## src/rtl/rf_pkg.sv

```systemverilog
// rtl/rf_pkg.sv - register-file address/data widths and types shared with the read mux
package rf_pkg;

    localparam int RF_AW = 5;
    localparam int RF_DW = 32;

    typedef logic [RF_AW-1:0] rf_addr_t;
    typedef logic [RF_DW-1:0] rf_data_t;

    localparam rf_addr_t RF_ZERO_ADDR = 5'd0;

endpackage

```

## src/rtl/rr_pick.sv

```systemverilog
// rtl/rr_pick.sv - combinational round-robin winner search starting at ptr
// Ports:
//   valid     : per-requester valid vector
//   ptr       : index that has highest priority this cycle (must be < NREQ)
//   g         : winning index (0 when nothing is valid)
//   any_valid : at least one requester is valid
module rr_pick #(
    parameter int NREQ = 4
) (
    input  logic [NREQ-1:0]         valid,
    input  logic [$clog2(NREQ)-1:0] ptr,
    output logic [$clog2(NREQ)-1:0] g,
    output logic                    any_valid
);

    localparam int PW = $clog2(NREQ);

    logic [PW:0]   sum;
    logic [PW-1:0] idx;

    // Scan from the farthest offset down to offset 0 so that the last hit,
    // which wins, is the one closest to ptr.
    always_comb begin
        g         = '0;
        any_valid = 1'b0;
        sum       = '0;
        idx       = '0;
        for (int k = NREQ - 1; k >= 0; k--) begin
            sum = {1'b0, ptr} + (PW+1)'(k);
            if (sum >= (PW+1)'(NREQ)) begin
                sum = sum - (PW+1)'(NREQ);
            end
            idx = sum[PW-1:0];
            if (valid[idx]) begin
                g         = idx;
                any_valid = 1'b1;
            end
        end
    end

endmodule

```

## src/rtl/rf_read_arbiter.sv

```systemverilog
// rtl/rf_read_arbiter.sv - round-robin arbiter for the shared register-file read port
// Ports:
//   clk, rst_n          : clock, asynchronous active-low reset
//   req_valid/req_addr  : per-requester read requests (5-bit address i at [5i+4:5i])
//   req_ready           : one-hot-or-zero grant
//   rf_se/rf_re/rf_data : register-file read port (data combinational from rf_se)
//   rsp_valid/rsp_ready : registered one-entry response stage with backpressure
//   rsp_data/rsp_id     : read data and the index of the requester it belongs to
module rf_read_arbiter
    import rf_pkg::*;
#(
    parameter int NREQ    = 4,
    parameter bit ZERO_R0 = 1'b1
) (
    input  logic                    clk,
    input  logic                    rst_n,
    input  logic [NREQ-1:0]         req_valid,
    input  logic [NREQ*RF_AW-1:0]   req_addr,
    output logic [NREQ-1:0]         req_ready,
    output rf_addr_t                rf_se,
    output logic                    rf_re,
    input  rf_data_t                rf_data,
    output logic                    rsp_valid,
    input  logic                    rsp_ready,
    output rf_data_t                rsp_data,
    output logic [$clog2(NREQ)-1:0] rsp_id
);

    localparam int PW = $clog2(NREQ);

    logic [PW-1:0] ptr;
    logic [PW-1:0] ptr_nxt;
    logic [PW-1:0] g;
    logic          any_valid;
    logic          can_load;
    logic          accept;
    rf_addr_t      addr_arr [NREQ];
    rf_addr_t      addr_g;
    rf_data_t      load_data;

    always_comb begin
        for (int i = 0; i < NREQ; i++) begin
            addr_arr[i] = req_addr[i*RF_AW +: RF_AW];
        end
    end

    rr_pick #(
        .NREQ(NREQ)
    ) u_pick (
        .valid     (req_valid),
        .ptr       (ptr),
        .g         (g),
        .any_valid (any_valid)
    );

    // The response slot can take new data when it is empty or being drained
    // this very edge, which gives back-to-back reads with no bubble.
    assign can_load = !rsp_valid || rsp_ready;
    assign accept   = any_valid && can_load;
    assign addr_g   = addr_arr[g];
    assign rf_se    = any_valid ? addr_g : RF_ZERO_ADDR;
    assign rf_re    = accept;

    always_comb begin
        req_ready    = '0;
        if (accept) begin
            req_ready[g] = 1'b1;
        end
    end

    assign load_data = (ZERO_R0 && (addr_g == RF_ZERO_ADDR)) ? '0 : rf_data;

    // Explicit wrap so non-power-of-2 NREQ never lets ptr reach NREQ.
    assign ptr_nxt = (g == PW'(NREQ - 1)) ? '0 : g + PW'(1);

    always_ff @(posedge clk or negedge rst_n) begin
        if (!rst_n) begin
            ptr       <= '0;
            rsp_valid <= 1'b0;
            rsp_data  <= '0;
            rsp_id    <= '0;
        end else if (accept) begin
            ptr       <= ptr_nxt;
            rsp_valid <= 1'b1;
            rsp_data  <= load_data;
            rsp_id    <= g;
        end else if (rsp_ready) begin
            rsp_valid <= 1'b0;
        end
    end

endmodule

```

## config.mk

```make
export PLATFORM = sky130hd
export DESIGN_NAME = rf_read_arbiter
export DESIGN_NICKNAME = d
export VERILOG_FILES = /design/src/rtl/rf_pkg.sv /design/src/rtl/rr_pick.sv /design/src/rtl/rf_read_arbiter.sv
export SDC_FILE = /design/constraint.sdc
export NUM_CORES = 1
export LEC_CHECK = 0
export ABC_CLOCK_PERIOD_IN_PS = 6000
export CELL_PAD_IN_SITES_DETAIL_PLACEMENT = 1
export CELL_PAD_IN_SITES_GLOBAL_PLACEMENT = 2
export CORE_UTILIZATION = 25
export CTS_CLUSTER_DIAMETER = 200
export DETAILED_ROUTE_END_ITERATION = 8
export GPL_ROUTABILITY_DRIVEN = 0
export MAX_ROUTING_LAYER = met4
export PLACE_DENSITY = 0.83
export SETUP_SLACK_MARGIN = 0.1
export SLEW_MARGIN = 20
export SYNTH_ARGS = -nofsm -noshare
export SYNTH_HDL_FRONTEND = slang
export SYNTH_SLANG_ARGS = --single-unit
```

## constraint.sdc

```tcl
create_clock -name clk -period 6 [get_ports clk]
set_input_delay 0.6 -clock clk [delete_from_list [all_inputs] [get_ports clk]]
set_output_delay 0.6 -clock clk [all_outputs]
set_load 0.05 [all_outputs]
```

* Word-level counts from Yosys, hierarchy flattened *
Index checks and enable logic that the tools add are counted.

cells by class
  add/subtract/negate cells = 8
  order comparisons = 11
  equal/unequal tests = 1
  multiplexer cells = 31
  bitwise operators = 1
  reduce and logical (&&, ||, !) cells = 6

operator list
  kind                                                                                 number
  32-bit 2-to-1 mux                                                                    1
  2-bit 2-to-1 mux                                                                     9
  2-bit by 3-bit < comparator with 1-bit output, second input constant                 5
  5-bit 2-to-1 mux                                                                     3
  3-bit greater-or-equal comparator, second input constant                             4
  1-bit 2-to-1 mux                                                                     11
  5-bit binary-select mux with 2-bit select                                            1
  1-bit binary-select mux with 2-bit select                                            4
  2-bit by 1-bit subtractor with 2-bit output, second input constant                   4
  2-bit by 2-bit adder with 3-bit output, second input constant                        2
  5-bit logical NOT                                                                    1
  4-bit 2-to-1 mux                                                                     1
  2-bit by 1-bit adder with 3-bit output, second input constant                        1
  2-bit by 3-bit greater-or-equal comparator with 1-bit output, second input constant  1
  2-bit NOT with 3-bit output                                                          1
  2-bit by 1-bit adder with 2-bit output, second input constant                        1
  1-bit demux with 2-bit select                                                        1
  2-bit == test, second input constant                                                 1
  2-bit by 1-bit greater-or-equal comparator with 1-bit output, second input constant  1
  1-bit logical AND                                                                    2
  2-bit nonzero test                                                                   1
  1-bit logical NOT                                                                    1
  1-bit logical OR                                                                     1

word-level totals
  register bits after elaboration = 37
  bits of input ports = 59
  output and inout bits = 45
  logic and storage cells = 62

* Depth between registers and ports, before layout *
Gate-level depths: netlist of the first run.

  depth in word-level cells = 15
  mapped depth = 8
  gate-level depth less buffers = 7

* Hierarchy *
From an unflattened synthesis of the first run, not the netlist that was laid out.

unflattened totals
  cells, all modules = 204
  area, all modules = 2,048.2 um^2

modules (own cells, without submodules)
  module           times used  cells each  area each (um^2)  sequential area each (um^2)
  rf_read_arbiter  1           191         1,970.6           925.9
  rr_pick          1           13          77.6              0.0

* Worst setup path before layout of the first run *
Ideal clock, no wire load.

  kind = input port to output port
  start point = in req_valid[0]
  end point = out rf_se[2]
  arrival time = 2.245 ns
  slack = 3.155 ns
  stages = 7
  buffers on the path = 0
  cell sequence = and2_4 > o21a_1 > nor3_4 > inv_2 > nand3_1 > nand2_1 > nor2_1

between the ends
  longest elaborated chain between the ends = 11
  elaborated cells on any way between the ends = 21

RTL lines
  what                                                   RTL line               text
  start: declaration                                     rf_read_arbiter.sv:17  input logic [NREQ-1:0] req_valid,
  1-bit binary-select mux with 2-bit select              rr_pick.sv:34          if (valid[idx]) begin
  1-bit 2-to-1 mux (implied by the code)                 rr_pick.sv:34
  2-bit 2-to-1 mux (3 in a row)                          rr_pick.sv:34
  2-bit 2-to-1 mux *                                     rr_pick.sv:34
  named net g[0]                                         rf_read_arbiter.sv:33  logic [PW-1:0] g;
  2-bit NOT with 3-bit output (implied by the code) *    rf_read_arbiter.sv:60  assign addr_g = addr_arr[g];
  5-bit binary-select mux with 2-bit select *            rf_read_arbiter.sv:60
  5-bit 2-to-1 mux (implied by the code) * (2 in a row)  rf_read_arbiter.sv:60
  5-bit 2-to-1 mux *                                     rf_read_arbiter.sv:61  assign rf_se = any_valid ? addr_g : RF_ZERO_ADDR;
  end: declaration                                       rf_read_arbiter.sv:20  output rf_addr_t rf_se,

Mark *: on every way through the listed nets, which the timed path passes. The rest lies on a longest branch. The select of a mux whose other input is x is not followed.

* Final worst setup path of the first run *
  start point = in req_valid[0]
  end point = out req_ready[0]

between the ends
  longest elaborated chain between the ends = 11
  elaborated cells on any way between the ends = 23

RTL lines
  what                                                                                                                                                 RTL line               text
  1-bit binary-select mux with 2-bit select                                                                                                            rr_pick.sv:34
  1-bit 2-to-1 mux (implied by the code)                                                                                                               rr_pick.sv:34
  2-bit 2-to-1 mux (3 in a row)                                                                                                                        rr_pick.sv:34
  2-bit 2-to-1 mux *                                                                                                                                   rr_pick.sv:34
  named net g[1]                                                                                                                                       rf_read_arbiter.sv:33
  2-bit by 3-bit < comparator with 1-bit output (implied by the code) or 2-bit by 1-bit greater-or-equal comparator with 1-bit output (tied branches)  rf_read_arbiter.sv:67  req_ready[g] = 1'b1;
  1-bit logical AND (implied by the code)                                                                                                              rf_read_arbiter.sv:67
  1-bit 2-to-1 mux (implied by the code)                                                                                                               rf_read_arbiter.sv:67
  1-bit demux with 2-bit select *                                                                                                                      rf_read_arbiter.sv:67
  4-bit 2-to-1 mux *                                                                                                                                   rf_read_arbiter.sv:66  if (accept) begin
  end: declaration                                                                                                                                     rf_read_arbiter.sv:19  output logic [NREQ-1:0] req_ready,

Marks and branches as above.

==> results_dict.tcl, run 1 <==
set metrics [dict create \
    hold_ws_ns 0.429 \
    ios 104 \
    ys_ff_latch 37 \
    power_density_mw_per_mm2 383 \
    cts_made_buffers 5 \
    cts_tree "yes" \
    clk_path_buf_depth 2 \
    grt_overflow 0 \
    finalSetupViolations 0 \
    synth_cell_type_count 29 \
    slew_headroom_pct 34.6 \
    drc 0 \
    synthMuxAreaShare_pct 17.1 \
    yosys.area_share.adder_pct 2.42 \
    outcome "finished clean" \
    critPathRequiredTime_ns 5.40 \
    vias_per_cell 4.81 \
    min_period_ns 3.95 \
    synth_compound_area_share_pct 17.6 \
    skew_ns 0.00456 \
    die_w_um 92.9 \
    slew_viol_final 0 \
    irDropWorstVdd_mv 0.125 \
    worst_path_most_repeated_cell "clkdlybuf4s50_1" \
    ctsResizeCount 0 \
    fmaxAchievable_mhz 253 \
    clkTransAtPathRegs_ns 0.07 \
    drtPass1Iterations 3 \
    routed-via-count 1898 \
    grt_max_degree 44 \
    core_mm2 0.00785 \
    synth-simple-area-share_pct 11.6 \
    detail_route.iter0.violations 52 \
    post-cts-setup-buffer-count 0 \
    avgRoutedWirePerCell_um 15.9 \
    cts_num_sinks 37 \
    cts_hold_buf 0 \
    final_cell_mix "clkdlybuf4s50_1, dfrtp_1, mux2i_1, a31oi_1, nand3_1" \
    grt_pass1_wl_um 9950 \
    synth_nets 259 \
    yosys.area_share.xor_xnor_pct 0 \
    hold_viol_final 0 \
    die_h_um 92.9 \
    layout-drive-gt1-share_pct 7.85 \
    initial_utilization_pct 26.3 \
    die_area_mm2 0.00863 \
    worst-slew-pin-transition_ns 0.972 \
    max_cap_viol_count 0 \
    antenna_found_initial 0 \
    endpoint_kind "output pin" \
    rsz0062_at_grt "false" \
    ys_warn_count 0 \
    critical_path.cell_chain "clkdlybuf4s50_1 > nand2b_1 > a21oi_1 > nor2_1 > inv_1 > ha_1 > and2_1 > clkdlybuf4s50_1" \
    reg2reg_setup_slack_ns 3.30 \
    dp_hpwl_um 4470 \
    netlist_area_mm2 0.00207 \
    path_class "input pin to output pin" \
    p_leak_nw 1.37 \
    syn_inst 196 \
    syn_to_final_growth_pct 56.3 \
    ant_nets 0 \
    num_rows 32 \
    cp-start-kind "input pin" \
    layout_commonest_cell "clkdlybuf4s50_1" \
    syn_area_per_cell_um2 10.5 \
    grt_pass1_vias 1961 \
    root_buffer "clkbuf_8" \
    period_share_pct 65.9 \
    grt_use_total_pct 15.0 \
    crit_buf_inv 3 \
    synth_top_family_by_area "compound AO/OA/AOI/OAI gates" \
    cts.htree.levels 2 \
    post_dp_cell_area_mm2 0.00314 \
    numPortBuffers 103 \
    hp-class "input pin to async pin" \
    seq_area_frac_synth_pct 44.8 \
    diodes 0 \
    fin_nets 356 \
    crit_fanout 11 \
    detail_route.wirelength_um 6300 \
    cpPeakStageDelay_ns 0.82 \
    setup_tns_ns 0 \
    worstPathArrival_ns 3.35 \
    slowest_stage "clkdlybuf4s50_1" \
    clkLatencyLatePin_ns 0.28 \
    finish.instance_area_mm2 0.00323 \
    cp_top_family "buffers and inverters" \
]
## flip-flops by register name (all words and copies together) (netlist names)
register and count:
rsp_id 2, rsp_valid 1, rsp_data 32, ptr 2
## Yosys cell counts
cell / instances / area (µm²)
o21ai_1: 2 / 10.0
dfrtp_1: 37 / 926
and2_4: 1 / 8.76
nor4_2: 1 / 12.5
nand3_2: 1 / 10.0
nand3_1: 19 / 95.1
o21ai_0: 9 / 45.0
nand2b_1: 3 / 18.8
nand2_1: 6 / 22.5
nor2_1: 8 / 30.0
o211a_1: 2 / 20.0
mux2_2: 3 / 33.8
buf_6: 6 / 67.6
a21o_1: 1 / 7.51
a21oi_1: 3 / 15.0
o21a_1: 1 / 7.51
a22oi_2: 1 / 12.5
ha_1: 4 / 50.1
a21boi_2: 1 / 11.3
and2_1: 4 / 25.0
inv_1: 5 / 18.8
buf_2: 5 / 25.0
nor3_4: 1 / 16.3
inv_2: 1 / 3.75
o211ai_2: 1 / 12.5
a22oi_4: 1 / 21.3
mux2i_1: 32 / 320
a31oi_1: 32 / 200
clkbuf_1: 5 / 18.8
## path summary, 6_finish.rpt
| check | from | cells past startpoint | end |
|---|---|---|---|
| setup / recovery | req_valid[0] | 8 | req_ready[0] |
| max in group asynchronous | rst_n | 1 | rsp_data[1] |
| hold / removal | rst_n | 1 | rsp_data[8] |
| hold reg to reg | rsp_id[1] | 1 | rsp_id[1] |
| min in group clk | rsp_id[1] | 1 | rsp_id[1] |
| setup reg to reg | ptr[1] | 6 | rsp_data[26] |
## report_power, final
| group | internal [mW] | switching [mW] | total [mW] |
|---|---|---|---|
| registers | 0.300 | 0.0340 | 0.334 |
| logic | 0.239 | 0.488 | 0.728 |
| clock network | 0.0912 | 0.0825 | 0.174 |
## layer usage
| layer | up-vias | global-route usage (%) | part of all wire (%) |
|---|---|---|---|
| li1 | 913 | - | - |
| met1 | 936 | 19.1 | 46 |
| met3 | 2 | 3.04 | 4.1 |
| met5 | - | - | 0 |
| met2 | 47 | 24.9 | 50 |
| met4 | 0 | 2.31 | 0.27 |
## cell families after synthesis
logic type      after synthesis
flops                        37
simple gates                 44
buf+inv                      22
fa+ha+maj                     4
compound gates               54
mux                          35
## through the flow
step                total power [mW]  setup WS, ns  cells  util [%]
detailed placement              1.07          2.10    388      40.0
floorplan                      0.850          3.16    196         -
CTS                             1.25          2.09    395      41.1
finish                          1.24          2.05    395      41.1
global placement                1.06          2.10    388      40.0
global route                    1.30          1.93    395      41.1
## cell type report
class	count	area, µm²
Clock buffer	7	86.3
Fill cell	910	4620
Inverter	6	22.5
Multi-Input combinational cell	137	1020
Sequential cell	37	926
Tap cell	102	128
Timing Repair Buffer	106	1050
## worst register-to-register path, stage by stage, from the launching register on
cell and delay (ns):
dfrtp_1 0.44, and2_4 0.18, o21a_1 0.19, nor3_4 0.47, nand3_1 0.25, a22oi_4 0.81, a31oi_1 0.21
Power figures use the tool's default switching activity.
==> run 2: changes to the inputs <==
- ABC_CLOCK_PERIOD_IN_PS: 6000 -> 3800
- CORE_UTILIZATION: 25 -> 23
- PLACE_DENSITY: 0.83 -> 0.77
- clock period: 6 -> 3.8 ns (I/O delays scaled with it)
==> run 2 against run 1 <==
Against the previous run: non-clock buffer count increased by 3; first-iteration DRC count unchanged; critical endpoint is now rf_se[2]; sequential share of layout area decreased by 0.30 points; routed wire length increased by 2.4%; combinational power increased by 59%; register-to-register slack got worse by 1.9 ns; critical path type unchanged; utilization decreased by 3.7 points; worst setup slack got worse by 1.6 ns; clock power increased by 64%; highest routed layer unchanged; power increased by 60%; cell count increased by 2.3%; worst hold slack got worse by 0.24 ns.
==> results_dict.tcl, run 2 (same netlist as run 1, synthesis figures left out) <==
set metrics [dict create \
    period_share_pct 89.2 \
    die_h_um 96.8 \
    path_class "input pin to output pin" \
    p_seq_share_pct 26.7 \
    clock_power_share_pct 14.4 \
    wl_met3_um 261 \
    fin_nets 359 \
    vias_per_cell 4.84 \
    min_period_ns 3.39 \
    slew_viol_final 0 \
    num_rows 34 \
    critPathRequiredTime_ns 3.42 \
    core_mm2 0.00872 \
    reg_top3 "rsp_data: 32 flops, ptr: 2 flops, rsp_id: 2 flops" \
    drtPass1Iterations 4 \
    worst-slew-pin-transition_ns 0.869 \
    wl_met1_um 3040 \
    hp-class "input pin to async pin" \
    rsz0062_at_grt "false" \
    cts_tree "yes" \
    dp_hpwl_um 4460 \
    cts_hold_buf 0 \
    clkLatencyLatePin_ns 0.28 \
    worstPathArrival_ns 3.01 \
    largest_register_ffs 32 \
    hold_viol_final 0 \
    slew_headroom_pct 42.1 \
    layout-drive-gt1-share_pct 9.12 \
    cts_made_buffers 5 \
    clk_path_buf_depth 2 \
    grt_pass1_vias 2044 \
    intPower_mw 1.01 \
    setup_tns_ns 0 \
    p_leak_nw 1.38 \
    numPortBuffers 103 \
    met2RoutedLength_um 3130 \
    hold_ws_ns 0.188 \
    root_buffer "clkbuf_8" \
    drc 0 \
    layout_commonest_cell "clkdlybuf4s50_1" \
    ant_nets 0 \
    grt_overflow 0 \
    cp-start-kind "input pin" \
    diodes 0 \
    grt_pass1_wl_um 10500 \
    fmaxAchievable_mhz 295 \
    skew_ns 0.00669 \
    post_dp_cell_area_mm2 0.00317 \
    switching_share_pct 49.1 \
    power_density_mw_per_mm2 606 \
    detail_route.iter0.violations 52 \
    cts_num_sinks 37 \
    endpoint_kind "output pin" \
    syn_to_final_growth_pct 57.9 \
    finish.instance_area_mm2 0.00326 \
    initial_utilization_pct 23.7 \
    detail_route.wirelength_um 6450 \
    highest_layer "met4" \
    finalSetupViolations 0 \
    irDropWorstVdd_mv 0.193 \
    grt_use_total_pct 14.1 \
    crit_fanout 10 \
    routed-via-count 1956 \
    die_w_um 96.8 \
    ctsResizeCount 0 \
    post-cts-setup-buffer-count 0 \
    grt_max_degree 38 \
    clkTransAtPathRegs_ns 0.08 \
    combPwrFrac_pct 58.9 \
    switchingPower_mw 0.969 \
    final_cell_mix "clkdlybuf4s50_1, dfrtp_1, mux2i_1, a31oi_1, nand3_1" \
    outcome "finished clean" \
    avgRoutedWirePerCell_um 16.0 \
    max_cap_viol_count 0 \
    ios 104 \
    power_mw 1.98 \
    die_area_mm2 0.00936 \
    top_register "rsp_data" \
    cts.htree.levels 2 \
    antenna_found_initial 0 \
]
-- run 2: cell types whose count changed in the layout (fill, tap and decap cells not counted) --
| cell | delta |
|---|---|
| clkbuf_1 | -1 |
| buf_4 | +3 |
| clkinvlp_4 | +1 |
-- run 2: per-stage QoR --
step                util [%]  instances  setup WS, ns
floorplan                  -        196          1.23
global route            37.4        404         0.222
finish                  37.4        404         0.409
global placement        36.4        397         0.463
CTS                     37.4        404         0.389
detailed placement      36.4        397         0.389
-- run 2: power by group through the flow --
stage / Sequential [mW] / Combinational (mW) / Clock, mW
final: 0.527 / 1.16 / 0.285
after global routing: 0.538 / 1.23 / 0.310
after CTS: 0.527 / 1.18 / 0.298
after detailed placement: 0.533 / 1.17 / 0
after global placement: 0.532 / 1.17 / 0
after floorplan: 0.778 / 0.564 / 0
-- run 2: path summary, 6_finish.rpt --
path | slack, ns | startpoint | to | cells past startpoint
setup / recovery | 0.41 | req_valid[1] | rf_se[2] | 9
hold / removal | 0.19 | rst_n | rsp_data[7] | 1
setup reg to reg | 1.36 | ptr[1] | rsp_data[0] | 7
hold reg to reg | 0.51 | rsp_id[1] | rsp_id[1] | 1
max in group asynchronous | 3.04 | rst_n | rsp_data[12] | 1
min in group clk | 0.51 | rsp_id[1] | rsp_id[1] | 1
-- run 2: layer usage --
layer / global-route usage, % / vias up
li1: - / 924
met1: 18.3 / 973
met2: 22.9 / 57
met3: 2.89 / 2
met4: 2.76 / 0
met5: - / -
-- run 2: worst max-delay path: stages --
cell             delay [ns]
clkdlybuf4s50_1        0.53
inv_1                  0.10
o21a_1                 0.23
nor3_4                 0.45
inv_2                  0.18
nand3_1                0.17
nand2_1                0.07
nor2_1                 0.09
clkdlybuf4s50_1        0.80
-- run 2: layout make-up --
class | instances | area [µm²]
repair buffers | 109 | 1070
flip-flops and latches | 37 | 926
clock buffers | 6 | 82.6
inverters | 6 | 22.5
multi-input cells | 137 | 1020
well taps | 108 | 135
fillers | 972 | 5460
clock inverters | 1 | 7.51
==> run 3: changes to the inputs <==
- ABC_CLOCK_PERIOD_IN_PS: 3800 -> default
- PLACE_DENSITY: 0.77 -> 0.78
- SYNTH_HIERARCHICAL: default -> 1
==> run 3 against run 2 <==
Against the previous run: cell area shrank 1.1%; non-clock buffer count grew 3; via count grew 1.9%; sequential share of layout area grew 0.32 points; first-iteration DRC count grew 27%; critical path type unchanged; critical endpoint is now rf_se[0]; highest routed layer unchanged.
==> results_dict.tcl, run 3 <==
set metrics [dict create \
    crit_fanout 9 \
    num_rows 34 \
    top_register "rsp_data" \
    p_leak_nw 1.36 \
    worstPathArrival_ns 2.49 \
    diodes 0 \
    rr_worst_depth 7 \
    critical_path.cell_chain "clkdlybuf4s50_1 > mux2i_1 > a211oi_2 > buf_4 > mux4_1 > and2_1 > buf_4" \
    ys_warn_count 6 \
    synth_top_area_share_pct 45.2 \
    cts_hold_buf 0 \
    die_area_mm2 0.00929 \
    finalSetupViolations 0 \
    slew_viol_final 0 \
    detail_route.wirelength_um 6820 \
    clkTransAtPathRegs_ns 0.07 \
    fin_nets 363 \
    final_cell_mix "clkdlybuf4s50_1, o21ai_0, dfrtp_1" \
    ant_nets 0 \
    synth-edff-count 0 \
    grt_max_degree 38 \
    clkLatencyLatePin_ns 0.28 \
    numPortBuffers 103 \
    power_density_mw_per_mm2 520 \
    ys_top_cells_by_area "dfrtp_1, a22oi_1, o21ai_0" \
    cp_top_family "buffers and inverters" \
    rsz0062_at_grt "false" \
    hold_viol_final 0 \
    synth_top_flop_cell "dfrtp_1" \
    initial_utilization_pct 23.6 \
    grt_overflow 0 \
    root_buffer "clkbuf_8" \
    cp-start-kind "input pin" \
    rr_startpoint "ptr[1]" \
    drtPass1Iterations 4 \
    async_flop_share_pct 100 \
    grt_pass1_vias 2072 \
    synth_nets 267 \
    slowest_stage "mux4_1" \
    slew_headroom_pct 41.1 \
    grt_use_total_pct 15.9 \
    reg_top3 "rsp_data: 32 flops, ptr: 2 flops, rsp_id: 2 flops" \
    worst-slew-pin-transition_ns 0.884 \
    setup_tns_ns 0 \
    crit_buf_inv 3 \
    ctsResizeCount 0 \
    outcome "finished clean" \
    largest_register_ffs 32 \
    syn_area_per_cell_um2 10.0 \
    endpoint_kind "output pin" \
    irDropWorstVdd_mv 0.360 \
    clk_path_buf_depth 2 \
    hp-class "input pin to async pin" \
    cpPeakStageDelay_ns 0.64 \
    syn_to_final_growth_pct 57.5 \
    synth_cell_type_count 29 \
    max_cap_viol_count 0 \
    layout-drive-gt1-share_pct 14.3 \
    worst_path_most_repeated_cell "buf_4" \
    routed-via-count 1993 \
    grt_pass1_wl_um 10800 \
    n_fill_cell 994 \
    hold_ws_ns 0.207 \
    antenna_found_initial 0 \
    layout_commonest_cell "clkdlybuf4s50_1" \
    reg2reg_to "rsp_data[19]" \
    ys_ff_latch 37 \
    drc 0 \
    reg2reg_setup_slack_ns 1.13 \
    cts.htree.levels 2 \
    period_share_pct 75.5 \
    path_class "input pin to output pin" \
    die_h_um 96.4 \
    seq_area_frac_synth_pct 45.2 \
    detail_route.iter0.violations 66 \
    critPathRequiredTime_ns 3.42 \
    fmaxAchievable_mhz 349 \
    syn_inst 204 \
    die_w_um 96.4 \
    skew_ns 0.00334 \
    cts_num_sinks 37 \
    dp_hpwl_um 4780 \
    min_period_ns 2.87 \
    netlist_area_mm2 0.00205 \
    cp.depth 7 \
    avgRoutedWirePerCell_um 16.7 \
    core_mm2 0.00868 \
    multiInputGateArea_um2 995 \
    regArea_um2 926 \
    synth_top_cell_by_area "dfrtp_1" \
    ios 104 \
    cts_made_buffers 5 \
    cts_tree "yes" \
    post-cts-setup-buffer-count 0 \
    vias_per_cell 4.88 \
    synth_common_cells "dfrtp_1, o21ai_0, nand3_1" \
]
[run 3: cell count changes after synthesis, sizes merged, moves of 4 or more]
cell / change
a31oi: -32
nor2: -4
mux2i: -31
a22oi: +30
o21ai: +26
clkbuf: +11
and3: +4
mux4: +5
buf: -4
nand3: +12
[run 3: cell type report]
cell class	instances	share of cell area (%)
repair buffers	112	33.1
flip-flops and latches	37	28.7
inverters	4	0.465
multi-input cells	140	30.8
well taps	108	4.19
clock buffers	7	2.68
[run 3: worst max path at each step]
stage            startpoint           end
6_report       req_valid[3]      rf_se[0]
5_1_grt        req_valid[1]      rf_se[0]
4_1_cts        req_valid[3]      rf_se[0]
3_5_place_dp   req_valid[1]  rsp_data[19]
3_3_place_gp   req_valid[1]   rsp_data[8]
2_1_floorplan        ptr[1]   rsp_data[0]
[run 3: cells by family after synthesis]
| family | synth area share, % |
|---|---|
| compound gates | 24.1 |
| buf+inv | 6.60 |
| flops | 45.2 |
| fa+ha+maj | 2.44 |
| mux | 6.72 |
| simple gates | 15.0 |
[run 3: power breakdown]
group          switching (mW)  leakage, nW  internal (mW)  total [mW]
sequential             0.0461        0.449          0.460       0.506
combinational           0.565        0.869          0.329       0.894
clock                   0.134       0.0443          0.144       0.278
total                   0.745         1.36          0.933        1.68
[run 3: stage by stage]
| step | util (%) | setup WS (ns) | area [µm²] | cells | total power [mW] |
|---|---|---|---|---|---|
| after floorplan | - | 1.42 | 2050 | 204 | 1.11 |
| after global placement | 36.2 | 0.768 | 3140 | 401 | 1.40 |
| after detailed placement | 36.2 | 0.697 | 3140 | 401 | 1.42 |
| after CTS | 37.2 | 0.911 | 3230 | 408 | 1.71 |
| after global routing | 37.2 | 0.815 | 3230 | 408 | 1.78 |
| final | 37.2 | 0.932 | 3230 | 408 | 1.68 |
[run 3: layer usage]
metal  vias to the layer above  track usage (%)  wire length [µm]
li1                        944                -                 -
met1                       972             20.7              3100
met2                        75             25.1              3270
met3                         2             4.03               434
met4                         0             3.31                15
met5                         -                -                 0
